===== src/rtl/tree_acc_pkg.sv =====
// Shared types and default sizes for the tree ensemble accumulator.
// Default widths follow a 64-tree, 40-bit-accumulator configuration.
package tree_acc_pkg;

  typedef enum logic [1:0] {
    StIdle,
    StLaunch,
    StWait,
    StResult
  } tree_acc_state_t;

  localparam int unsigned DEF_MAX_TREES      = 64;
  localparam int unsigned DEF_ACC_W          = 40;
  localparam int unsigned DEF_TIMEOUT_CYCLES = 4096;
  localparam int unsigned LEAF_W             = 32;
  localparam int unsigned TREE_W             = $clog2(DEF_MAX_TREES);
  localparam int unsigned CNT_W              = $clog2(DEF_MAX_TREES + 1);

endpackage


===== src/rtl/tree_acc_wdog.sv =====
// Per-tree watchdog: counts enabled cycles since the last clear and flags
// the cycle in which the TIMEOUT_CYCLES-th enabled cycle occurs.
module tree_acc_wdog
  import tree_acc_pkg::*;
#(
  parameter int unsigned TIMEOUT_CYCLES = DEF_TIMEOUT_CYCLES
) (
  input  logic clk,
  input  logic rst_n,
  input  logic clr,
  input  logic en,
  output logic expired
);

  localparam int unsigned CntW = $clog2(TIMEOUT_CYCLES + 1);

  logic [CntW-1:0] cnt_q;

  always_ff @(posedge clk or negedge rst_n) begin
    if (!rst_n) begin
      cnt_q <= '0;
    end else if (clr) begin
      cnt_q <= '0;
    end else if (en) begin
      cnt_q <= cnt_q + CntW'(1);
    end
  end

  assign expired = en && (cnt_q == CntW'(TIMEOUT_CYCLES - 1));

endmodule


===== src/rtl/tree_ensemble_accum.sv =====
// Launches the tree engine once per tree and sums the signed leaf values.
// Define TREE_ACC_SATURATE_EN to clamp the sum instead of wrapping it.
module tree_ensemble_accum
  import tree_acc_pkg::*;
#(
  parameter int unsigned MAX_TREES      = DEF_MAX_TREES,
  parameter int unsigned ACC_W          = DEF_ACC_W,
  parameter int unsigned TIMEOUT_CYCLES = DEF_TIMEOUT_CYCLES
) (
  input  logic                           clk,
  input  logic                           rst_n,
  input  logic                           start,
  input  logic [$clog2(MAX_TREES+1)-1:0] n_trees,
  output logic                           busy,
  output logic                           tree_start,
  output logic [$clog2(MAX_TREES)-1:0]   tree_index,
  input  logic                           tree_done,
  input  logic [LEAF_W-1:0]              leaf_value,
  output logic                           res_valid,
  input  logic                           res_ready,
  output logic [ACC_W-1:0]               res_sum,
  output logic                           res_error,
  output logic                           res_sat
);

  localparam int unsigned IdxW = $clog2(MAX_TREES);
  localparam int unsigned CntW = $clog2(MAX_TREES + 1);

  tree_acc_state_t state_q, state_d;
  logic [CntW-1:0] cnt_q, cnt_d, n_clamp;
  logic [IdxW-1:0] idx_q, idx_d;
  logic [ACC_W-1:0] acc_q, acc_d, acc_add, leaf_ext;
  logic err_q, err_d, first_q, first_d;
  logic busy_q, tree_start_q, res_valid_q;
  logic run_clr, acc_en, wd_clr, wd_en, wd_expired, last_tree;

  assign n_clamp   = (n_trees > CntW'(MAX_TREES)) ? CntW'(MAX_TREES) : n_trees;
  assign last_tree = (CntW'(idx_q) == cnt_q - CntW'(1));
  assign leaf_ext  = {{(ACC_W - LEAF_W){leaf_value[LEAF_W-1]}}, leaf_value};

`ifdef TREE_ACC_SATURATE_EN
  logic [ACC_W:0] acc_wide;
  logic           sat_hit, sat_q;

  // One guard bit exposes signed overflow; clamp toward the overflow direction.
  assign acc_wide = {acc_q[ACC_W-1], acc_q} + {leaf_ext[ACC_W-1], leaf_ext};
  assign sat_hit  = acc_wide[ACC_W] != acc_wide[ACC_W-1];
  assign acc_add  = !sat_hit       ? acc_wide[ACC_W-1:0] :
                    acc_wide[ACC_W] ? {1'b1, {(ACC_W-1){1'b0}}} :
                                      {1'b0, {(ACC_W-1){1'b1}}};

  always_ff @(posedge clk or negedge rst_n) begin
    if (!rst_n) begin
      sat_q <= 1'b0;
    end else if (run_clr) begin
      sat_q <= 1'b0;
    end else if (acc_en && sat_hit) begin
      sat_q <= 1'b1;
    end
  end

  assign res_sat = sat_q;
`else
  assign acc_add = acc_q + leaf_ext;
  assign res_sat = 1'b0;
`endif

  tree_acc_wdog #(
    .TIMEOUT_CYCLES(TIMEOUT_CYCLES)
  ) u_wdog (
    .clk    (clk),
    .rst_n  (rst_n),
    .clr    (wd_clr),
    .en     (wd_en),
    .expired(wd_expired)
  );

  always_comb begin
    state_d = state_q;
    cnt_d   = cnt_q;
    idx_d   = idx_q;
    acc_d   = acc_q;
    err_d   = err_q;
    first_d = first_q;
    run_clr = 1'b0;
    acc_en  = 1'b0;
    wd_clr  = 1'b0;
    wd_en   = 1'b0;
    unique case (state_q)
      StIdle: begin
        if (start) begin
          run_clr = 1'b1;
          cnt_d   = n_clamp;
          idx_d   = '0;
          acc_d   = '0;
          err_d   = 1'b0;
          state_d = (n_clamp == '0) ? StResult : StLaunch;
        end
      end
      StLaunch: begin
        wd_clr  = 1'b1;
        first_d = 1'b1;
        state_d = StWait;
      end
      StWait: begin
        wd_en   = 1'b1;
        first_d = 1'b0;
        // The first WAIT cycle may still see done from the previous traversal.
        if (tree_done && !first_q) begin
          acc_en = 1'b1;
          acc_d  = acc_add;
          if (last_tree) begin
            state_d = StResult;
          end else begin
            idx_d   = idx_q + IdxW'(1);
            state_d = StLaunch;
          end
        end else if (wd_expired) begin
          err_d   = 1'b1;
          state_d = StResult;
        end
      end
      StResult: begin
        if (res_valid_q && res_ready) begin
          state_d = StIdle;
        end
      end
      default: state_d = StIdle;
    endcase
  end

  always_ff @(posedge clk or negedge rst_n) begin
    if (!rst_n) begin
      state_q      <= StIdle;
      cnt_q        <= '0;
      idx_q        <= '0;
      acc_q        <= '0;
      err_q        <= 1'b0;
      first_q      <= 1'b0;
      busy_q       <= 1'b0;
      tree_start_q <= 1'b0;
      res_valid_q  <= 1'b0;
    end else begin
      state_q      <= state_d;
      cnt_q        <= cnt_d;
      idx_q        <= idx_d;
      acc_q        <= acc_d;
      err_q        <= err_d;
      first_q      <= first_d;
      busy_q       <= (state_d != StIdle);
      tree_start_q <= (state_d == StLaunch);
      res_valid_q  <= (state_d == StResult);
    end
  end

  assign busy       = busy_q;
  assign tree_start = tree_start_q;
  assign tree_index = idx_q;
  assign res_valid  = res_valid_q;
  assign res_sum    = acc_q;
  assign res_error  = err_q;

endmodule


===== config.mk =====
export PLATFORM = sky130hd
export DESIGN_NAME = tree_ensemble_accum
export DESIGN_NICKNAME = d
export VERILOG_FILES = /design/src/rtl/tree_acc_pkg.sv /design/src/rtl/tree_acc_wdog.sv /design/src/rtl/tree_ensemble_accum.sv
export SDC_FILE = /design/constraint.sdc
export NUM_CORES = 1
export LEC_CHECK = 0
export ABC_AREA = 1
export CAP_MARGIN = 5
export CORE_AREA = 2 2 108 110
export CTS_BUF_LIST = sky130_fd_sc_hd__clkbuf_8
export DETAILED_ROUTE_END_ITERATION = 10
export DIE_AREA = 0 0 110 112
export DONT_BUFFER_PORTS = 1
export GPL_ROUTABILITY_DRIVEN = 0
export MAX_ROUTING_LAYER = met4
export PLACE_DENSITY = 0.72
export SLEW_MARGIN = 30
export SYNTH_ARGS = -nofsm -noshare
export SYNTH_HDL_FRONTEND = slang
export SYNTH_SLANG_ARGS = --single-unit

===== constraint.sdc =====
create_clock -name clk -period 2.25 [get_ports clk]
set_clock_uncertainty 0.15 [all_clocks]
set_input_delay 0.3375 -clock clk [delete_from_list [all_inputs] [get_ports clk]]
set_output_delay 0.3375 -clock clk [all_outputs]
set_load 0.02 [all_outputs]

### Word-level counts from Yosys, hierarchy flattened

Index checks and enable logic that the tools add are counted.

* output and inout port bits: 51
* input port bits: 44
* logic and storage cells: 65
* bits in registers: 73

* order comparisons: 1
* add/subtract/negate cells: 4
* equal/unequal tests: 12
* reductions and logical operators: 14
* mux-type cells: 24

Operators by type and width (number)
* 40-bit two-way mux: 2
* 40-bit case mux with 2 select lines: 1
* 40-bit adder: 1
* 13-bit two-way mux: 2
* 6-bit two-way mux: 3
* 13-bit by 1-bit adder with 13-bit output, second input constant: 1
* 13-bit by 12-bit equality test with 1-bit output, second input constant: 1
* 2-bit two-way mux: 6
* 6-bit case mux with 2 select lines: 1
* 2-bit inequality test, second input constant: 4
* 2-bit case mux with 4 select lines: 1
* 4-bit AND reduction: 2
* 2-bit nonzero test: 4
* 6-bit by 7-bit equality test with 1-bit output: 1
* 7-bit > comparator, second input constant: 1
* 7-bit zero test: 1
* 7-bit two-way mux: 1
* 7-bit by 1-bit subtractor with 7-bit output, second input constant: 1
* 6-bit by 1-bit adder with 6-bit output, second input constant: 1
* 2-bit equality test, second input constant: 3
* 1-bit two-way mux: 5
* 2-bit by 1-bit equality test with 1-bit output, second input constant: 2
* 1-bit case mux with 2 select lines: 2
* 1-bit logical AND: 3
* other kinds (5): 5

### Longest topological paths before layout

Gate-level depths: netlist of the first run.

* depth after elaboration: 7
* mapped depth: 16
* gate-level depth less buffers: 16

### Hierarchy

Synthesis of the first run repeated with hierarchy kept, for this count alone.

* cells, all modules: 919
* area total of the unflattened synthesis: 6218.5 um^2

By module, submodules not included
* tree_ensemble_accum: area an instance 5431.5 um^2, instances 1, seq. area each 1501.4 um^2, cells an instance 818
* tree_acc_wdog: area an instance 787.0 um^2, instances 1, seq. area each 325.3 um^2, cells an instance 101

### Worst setup path before layout of the first run

OpenSTA, ideal clock, no wires.

* path kind: reg-to-reg
* from: register acc_q[0], in the netlist res_sum[0]
* to: register acc_q[32], in the netlist res_sum[32]
* path buffers: 0
* arrival: 1.961 ns
* setup time: 0.118 ns
* stages on the path, launching flop included: 14
* path slack: 0.021 ns
* path through: dfrtp_1 > ha_1 > fa_1 > nand2_1 > nand2_1 > and2_2 > nand2_1 > nand2_2 > nand3_1 > nand2_2 > nand3b_1 > nand3_1 > nand3_1 > nand2_1

* cells in the longest elaborated chain, start to end: 3

Ends and longest elaborated chain
* from (decl): RTL line tree_ensemble_accum.sv:32 `logic [ACC_W-1:0] acc_q, acc_d, acc_add, leaf_ext;`
* from (signal assigned): RTL line tree_ensemble_accum.sv:137 `acc_q <= '0;`
* from (signal assigned): RTL line tree_ensemble_accum.sv:147 `acc_q <= acc_d;`
* 40-bit adder: RTL line tree_ensemble_accum.sv:64 `assign acc_add = acc_q + leaf_ext;`
* 40-bit two-way mux: RTL line tree_ensemble_accum.sv:109 `if (tree_done && !first_q) begin`
* 40-bit case mux with 2 select lines: RTL line tree_ensemble_accum.sv:89 `unique case (state_q)`

No other way between the ends. The select of a mux whose other input is x is not followed.
A chain may end at the register's enable or synchronous reset.

### Worst setup path after layout of the first run

* from: register acc_q[20], in the netlist res_sum[20]
* to: register acc_q[38], in the netlist res_sum[38]

The elaborated chain is that of the path after synthesis.

==> results of run 1 <==
==> metrics by stage <==
stage | instances | hold slack (ns) | utilization | setup WS, ns | instance area, sq um
after floorplan | 880 | -0.1081 | - | 0.02090 | 5974
after global placement | 1069 | -0.1052 | 0.5838 | 0.04772 | 6524
after detailed placement | 1069 | -0.1051 | 0.5838 | 0.01383 | 6524
after CTS | 1091 | 0.0002191 | 0.6062 | 0.01412 | 6774
after global routing | 1099 | 0.03244 | 0.6286 | -0.06791 | 7024
final | 1099 | 0.006833 | 0.6286 | 0.06114 | 7024
==> repair_timing <==
item	in CTS	in global routing
hold endpoints to repair	78	0
setup endpoints to repair	0	36
hold buffers	7	0
buffers inserted	0	8
gates resized for setup	0	59
==> flip-flops by register name, summed over array words and instances, names as in the netlist <==
name	flops
busy	1
res_error	1
cnt_q	7
first_q	1
tree_index	6
state_q	2
res_sum	40
tree_start	1
u_wdog.cnt_q	13
res_valid	1
==> worst max-delay path, delay by kind of cell, from the launching register on <==
kind	cells	cell delay [ns]
AND/OR/NAND/NOR	7	0.56
AO/OA/AOI/OAI	2	0.46
flip-flops	1	0.39
adder cells (fa/ha/maj)	1	0.38
buffers and inverters	1	0.16
==> cells by family (layout without fill, tap and decap cells) <==
kind of cell             count (synthesis)  after routing
AND/OR/NAND/NOR                        472            472
AO/OA/AOI/OAI                          179            179
buffers and inverters                   94            170
flip-flops                              73             73
adder cells (fa/ha/maj)                 47             47
XOR/XNOR                                13             13
other                                    1              1
multiplexers                             1              1
==> final cells by class <==
cell class / instances / area, sq um / area share
well taps: 143 / 178.9 / 0.02547
flip-flops and latches: 73 / 1828 / 0.2602
clock buffers: 10 / 137.6 / 0.01959
multi-input cells: 713 / 3965 / 0.5645
repair buffers: 72 / 575.6 / 0.08194
clock inverters: 5 / 25.02 / 0.003563
inverters: 83 / 314.1 / 0.04471
==> Yosys cell counts (6+ instances only) <==
| cell | instances |
|---|---|
| xor2_1 | 8 |
| buf_2 | 8 |
| dfrtp_1 | 73 |
| nand2_2 | 6 |
| o21ai_1 | 21 |
| nand2_1 | 267 |
| nand3_1 | 55 |
| ha_1 | 46 |
| o21ai_0 | 46 |
| inv_2 | 12 |
| nand3b_1 | 12 |
| nor2_1 | 83 |
| nor2_2 | 12 |
| nor3_1 | 12 |
| inv_1 | 68 |
| o21a_1 | 9 |
| a21oi_1 | 79 |
| nand4_1 | 10 |
| o21ai_2 | 7 |
==> power by group through the flow <==
stage / clock network [uW] / logic, uW / registers [uW]
3_5_place_dp: 0 / 5220 / 2170
3_3_place_gp: 0 / 5180 / 2160
4_1_cts: 968 / 5300 / 2150
2_1_floorplan: 0 / 3300 / 2540
6_report: 946 / 5710 / 2150
5_1_grt: 1020 / 6330 / 2210
==> layer usage <==
metal	share of wire	wire length [um]	vias up
met1	0.42	7104	2855
met2	0.46	7805	228
met3	0.090	1514	44
met4	0.028	466	0
met5	0	0	-
li1	-	-	3076
==> worst max path at each step <==
stage	from	end	slack (ns)	cells past startpoint
6_report	res_sum[20]$_DFFE_PN0P_	res_sum[38]$_DFFE_PN0P_	0.06	11
5_1_grt	res_sum[11]$_DFFE_PN0P_	res_sum[34]$_DFFE_PN0P_	-0.07	12
4_1_cts	res_sum[2]$_DFFE_PN0P_	res_sum[29]$_DFFE_PN0P_	0.01	10
3_5_place_dp	res_sum[0]$_DFFE_PN0P_	res_sum[24]$_DFFE_PN0P_	0.01	14
3_3_place_gp	res_sum[12]$_DFFE_PN0P_	res_sum[33]$_DFFE_PN0P_	0.05	9
2_1_floorplan	res_sum[0]$_DFFE_PN0P_	res_sum[32]$_DFFE_PN0P_	0.02	13
==> reports/qor.yml, run 1 <==
status: "complete, no violations"
hold_start: "n_trees[6]"
arrival_ns: 2.32
gr-total-overflow: 0
ys.warnings.count: 0
max_stage_delay_ns: 0.39
route.vias.total: 6203
final_nets: 1043
cp.required_ns: 2.38
reg2regPathDepth: 11
syn_inst: 880
portBuffers: 0
cp_cell_sequence: "ha_1, nand2_1, o21ai_0, a21oi_1, buf_4, nand3_2, nand2_2, nand2_1, nand2_1, nand3_1, nand2_1"
yosysTopAreaCell: "dfrtp_1"
r2r_slack_ns: 0.06
power_density_nw_per_um2: 1254
p_switching_uw: 4543
combPwrFrac: 0.649
die_h_um: 112
synth_area_sq_um: 5974
cts_buffer_depth: 2
drtIter0Drc: 410
synth.distinct_cells: 49
synth_compound_area_frac: 0.1688
p_clk_frac: 0.107
grt_util_met1: 0.3581
synth.net_count: 971
synth_top_family_by_area: "simple AND/OR/NAND/NOR gates"
pwr-share-seq: 0.244
cts-buffers-inserted: 9
ir_drop_uv: 729.4
syn_avg_cell_area_sq_um: 6.789
hold_path_depth: 3
hold_violations: 0
dieArea_sq_um: 12320
critPathMostFrequentCell: "nand2_1"
coreArea_sq_um: 11170
max_freq_ghz: 0.4569
setup_viol: 0
detail-route-antenna-nets: 0
cp_slowest_cell: "dfrtp_1"
swShare: 0.5157
num-fill-cells: 1012
synth-main-ff-cell: "dfrtp_1"
finalPower_uw: 8809
boundaryPins: 95
worstPathMaxFanout: 5
startpoint_type: "flip-flop"
wl_per_cell_um: 15.37
grt_first_pass_wirelength_mm: 27.02
via_per_inst: 5.644
period_minus_slack_ns: 2.189
grt_max_degree: 74
hold_path.class: "in2reg"
r2r-start: "res_sum[20]$_DFFE_PN0P_"
antenna_found_initial: 0
gr-usage-met3: 0.09602
grtUsageMet2: 0.4450
num_rows: 39
final_layout_size_suffix_gt1_frac: 0.1810
final_cell_mix: "262 x nand2_1, 75 x nor2_1, 72 x dfrtp_1"
leakagePower_uw: 0.003531
report.final.slew_viol_count: 0
start_util: 0.5347
cts_max_level: 3
synth_fa_ha_area_frac: 0.09969
rsz0062_at_grt: "true"
finalSetupTns_ns: 0
dieWidth_um: 110
hpwl_mm: 12.96
diodes: 0
worstReg2RegEnd: "res_sum[38]$_DFFE_PN0P_"
grt_pass1_vias: 5708
layout.cells.most_common: "nand2_1"
clkSinkCount: 73
root_buffer: "clkbuf_8"
track_usage: 0.2909
clkTransAtPathRegs_ns: 0.08
synth-simple-area-share: 0.3414
drc_errors: 0
cts_tree: "built"
ys_seq_elements: 73
synth_xor_area_frac: 0.01906
period_share: 0.9728
yosys-top-cells-area: "dfrtp_1 31%, nand2_1 17%, ha_1 9.6%"
synth_top_area_frac: 0.3058
worstSkewPairLatency_ns: 0.39
worstSetupPathType: "reg2reg"
syn2layout_area_growth_pct: 17.57
synth_edf_count: 0
grt_busiest_layer: "met2"
maxCapViolations: 0
firstDrtPassIters: 5
muxShareOfSynthArea: 0.001675
cp-end-kind: "flip-flop"
wirelength_mm: 16.89
p_int_uw: 4266
async_flop_share: 1.000
yosysSeqAreaShare: 0.3058
hold_end: "cnt_q[3]$_DFFE_PN0P_"
Power figures use the tool's default switching activity.
==> inputs of run 2 (changes only) <==
--- a/config.mk
+++ b/config.mk
@@ -15,4 +15,5 @@
 export GPL_ROUTABILITY_DRIVEN = 0
+export GPL_TIMING_DRIVEN = 0
 export MAX_ROUTING_LAYER = met4
-export PLACE_DENSITY = 0.72
+export PLACE_DENSITY = 0.69
 export SLEW_MARGIN = 30
==> constraint.sdc (replaced) <==
create_clock -name clk -period 2.3 [get_ports clk]
set_clock_uncertainty 0.15 [all_clocks]
set_input_delay 0.46 -clock clk [delete_from_list [all_inputs] [get_ports clk]]
set_output_delay 0.46 -clock clk [all_outputs]
set_load 0.02 [all_outputs]
==> run 2 against run 1 <==
  * First-iteration DRC count down 2.9%
  * Cell count down 4.0%
  * Flip-flop and latch count unchanged
  * Die area unchanged
  * Sequential power up 27%
  * Design area up 0.98%
  * Power down 1.1%
  * Register-to-register slack about the same
  * Critical path depth up 2
  * Critical path type unchanged
  * Largest power group unchanged
==> reports/qor.yml, run 2 (same netlist as run 1, synthesis figures left out) <==
swShare: 0.5227  # +0.006977
worst_slack_ns: 0.05770  # -0.003440 ns
place_ws_ns: -0.2768  # -0.2906 ns
max_freq_ghz: 0.4460  # -2.4%
combPwrFrac: 0.574  # -0.075
p_int_uw: 4160  # -2.5%
dieWidth_um: 110  # unchanged
cp_slowest_cell: "dfrtp_2"
wl_per_cell_um: 16.59  # +7.9%
status: "complete, no violations"
finalSetupTns_ns: 0  # unchanged
firstDrtPassIters: 6  # +1
die_h_um: 112  # unchanged
coreArea_sq_um: 11170  # unchanged
antenna_found_initial: 0  # unchanged
cp.buffers_inverters: 0  # -1
syn2layout_area_growth_pct: 18.72
arrival_ns: 2.35  # +0.03 ns
wirelength_mm: 17.50  # +3.6%
worstSkewPairLatency_ns: 0.38  # about the same
largest_reg_flops: 40  # unchanged
rsz0062_at_grt: "true"
reg2regPathDepth: 13  # +2
hold_path_depth: 2  # -1
cp.required_ns: 2.41  # +0.03 ns
maxCapViolations: 0  # unchanged
final_nets: 998  # -4.3%
track_usage: 0.2928  # +0.001948
clkTransAtPathRegs_ns: 0.08  # about the same
worstReg2RegEnd: "res_sum[32]$_DFFE_PN0P_"
worstPathMaxFanout: 3  # -2
setup_viol: 0  # unchanged
r2r-start: "res_sum[0]$_DFFE_PN0P_"
worstSetupPathType: "reg2reg"
leakagePower_uw: 0.003258  # -7.7%
hpwl_mm: 13.28  # +2.5%
p_clk_frac: 0.112  # +0.005
num_rows: 39  # unchanged
pwr-share-seq: 0.314  # +0.070
layout.cells.most_common: "nand2_1"
maxSlewHeadroom: 0.6683
p_switching_uw: 4555  # +0.27%
grt_max_degree: 74  # unchanged
critPathMostFrequentCell: "nand2_2"
max_stage_delay_ns: 0.49  # +0.10 ns
dieArea_sq_um: 12320  # unchanged
startpoint_type: "flip-flop"
final_layout_size_suffix_gt1_frac: 0.2237  # +0.04272
drtIter0Drc: 398  # -2.9%
power_density_nw_per_um2: 1229  # -2.0%
hold_end: "cnt_q[2]$_DFFE_PN0P_"
detail-route-antenna-nets: 0  # unchanged
drc_errors: 0  # unchanged
cts_tree: "built"
ir_drop_uv: 753.0  # +3.2%
cts-buffers-inserted: 9  # unchanged
r2r_slack_ns: 0.06  # about the same
final_cell_mix: "254 x nand2_1, 70 x inv_1, 68 x nor2_1"
diodes: 0  # unchanged
clkSinkCount: 73  # unchanged
via_per_inst: 5.822  # +3.1%
fin_cells: 1055  # -4.0%
boundaryPins: 95  # unchanged
report.final.slew_viol_count: 0  # unchanged
cp_top_family: "simple AND/OR/NAND/NOR gates"
root_buffer: "clkbuf_8"
portBuffers: 0  # unchanged
route.vias.total: 6142  # -0.98%
cp-end-kind: "flip-flop"
grt_pass1_vias: 6076  # +6.4%
period_minus_slack_ns: 2.242  # +0.05344 ns
cp_cell_sequence: "ha_4, fa_2, nand2_2, nand2_2, and2_4, nand2_2, nand2_2, nand3_2, nand2_4, nand3b_1, nand3_1, nand3_1, nand2_1"
start_util: 0.5347  # unchanged
cts_max_level: 3  # unchanged
hold_path.class: "in2reg"
period_share: 0.9749  # +0.002087
tightest_slew_ns: 0.4924
hold_start: "n_trees[2]"
gr-total-overflow: 0  # unchanged
hold_violations: 0  # unchanged
placed_cells: 1023  # -4.3%
grt_first_pass_wirelength_mm: 27.60  # +2.1%
cts_buffer_depth: 2  # unchanged
## run 2: cell count changes in the layout (fill, tap and decap cells not counted), moves of 8 or more
cell,delta
nand2_1,-8
buf_4,-50
ha_4,+26
nor2_2,+13
dfrtp_1,-26
ha_1,-19
dfrtp_2,+26
## run 2: routing by layer
layer	vias to the layer above	GRT usage	wire [um]
met5	-	-	0
met4	0	0.1139	486
met3	41	0.07319	1528
met2	247	0.4720	8656
met1	2871	0.3479	6826
li1	2983	-	-
## run 2: power groups by stage
stage          logic (uW)  clock network [uW]  registers (uW)
2_1_floorplan        3220                   0            2480
3_3_place_gp         4010                   0            2610
3_5_place_dp         4120                   0            2630
4_1_cts              4360                 999            2630
5_1_grt              5580                1070            2810
6_report             5000                 978            2740
## run 2: timing repair
action	in CTS	in global routing
resized for setup	30	114
cloned	0	0
hold buffers	2	0
endpoints found under the setup margin	21	42
buffers inserted	6	8
hold endpoints to repair	73	0
pin swaps	6	16
## run 2: layout make-up
| type | count | area (sq um) |
|---|---|---|
| Multi-Input combinational cell | 713 | 4340 |
| Fill cell | 968 | 4081 |
| Sequential cell | 73 | 1861 |
| Inverter | 83 | 314.1 |
| Tap cell | 143 | 178.9 |
| Clock buffer | 11 | 151.4 |
| Timing Repair Buffer | 16 | 142.6 |
| Buffer | 11 | 73.82 |
| Clock inverter | 5 | 31.28 |
## run 2: worst max-delay path by stage
stage	from	to	slack [ns]	cells after the start
floorplan	res_sum[0]$_DFFE_PN0P_	res_sum[32]$_DFFE_PN0P_	0.07	13
global placement	res_sum[0]$_DFFE_PN0P_	res_sum[32]$_DFFE_PN0P_	-0.26	13
detailed placement	res_sum[0]$_DFFE_PN0P_	res_sum[32]$_DFFE_PN0P_	-0.28	13
CTS	res_sum[21]$_DFFE_PN0P_	res_sum[31]$_DFFE_PN0P_	-0.003	10
global route	res_sum[8]$_DFFE_PN0P_	res_sum[38]$_DFFE_PN0P_	-0.08	12
finish	res_sum[0]$_DFFE_PN0P_	res_sum[32]$_DFFE_PN0P_	0.06	13
## run 2: metrics by stage
stage / total power [uW] / utilization / hold slack [ns] / cell area, sq um
3_5_place_dp: 6753 / 0.5507 / 0.01743 / 6153
3_3_place_gp: 6626 / 0.5507 / 0.01660 / 6153
2_1_floorplan: 5708 / - / 0.01441 / 5974
4_1_cts: 7993 / 0.5865 / 0.05020 / 6554
5_1_grt: 9451 / 0.6348 / 0.06761 / 7093
6_report: 8715 / 0.6348 / 0.06086 / 7093
## run 2: worst reg2reg max path: cells and delay by family, from the launching register on
family | cells | cell delay, ns
simple gates | 11 | 0.98
fa+ha+maj | 2 | 0.54
flops | 1 | 0.49
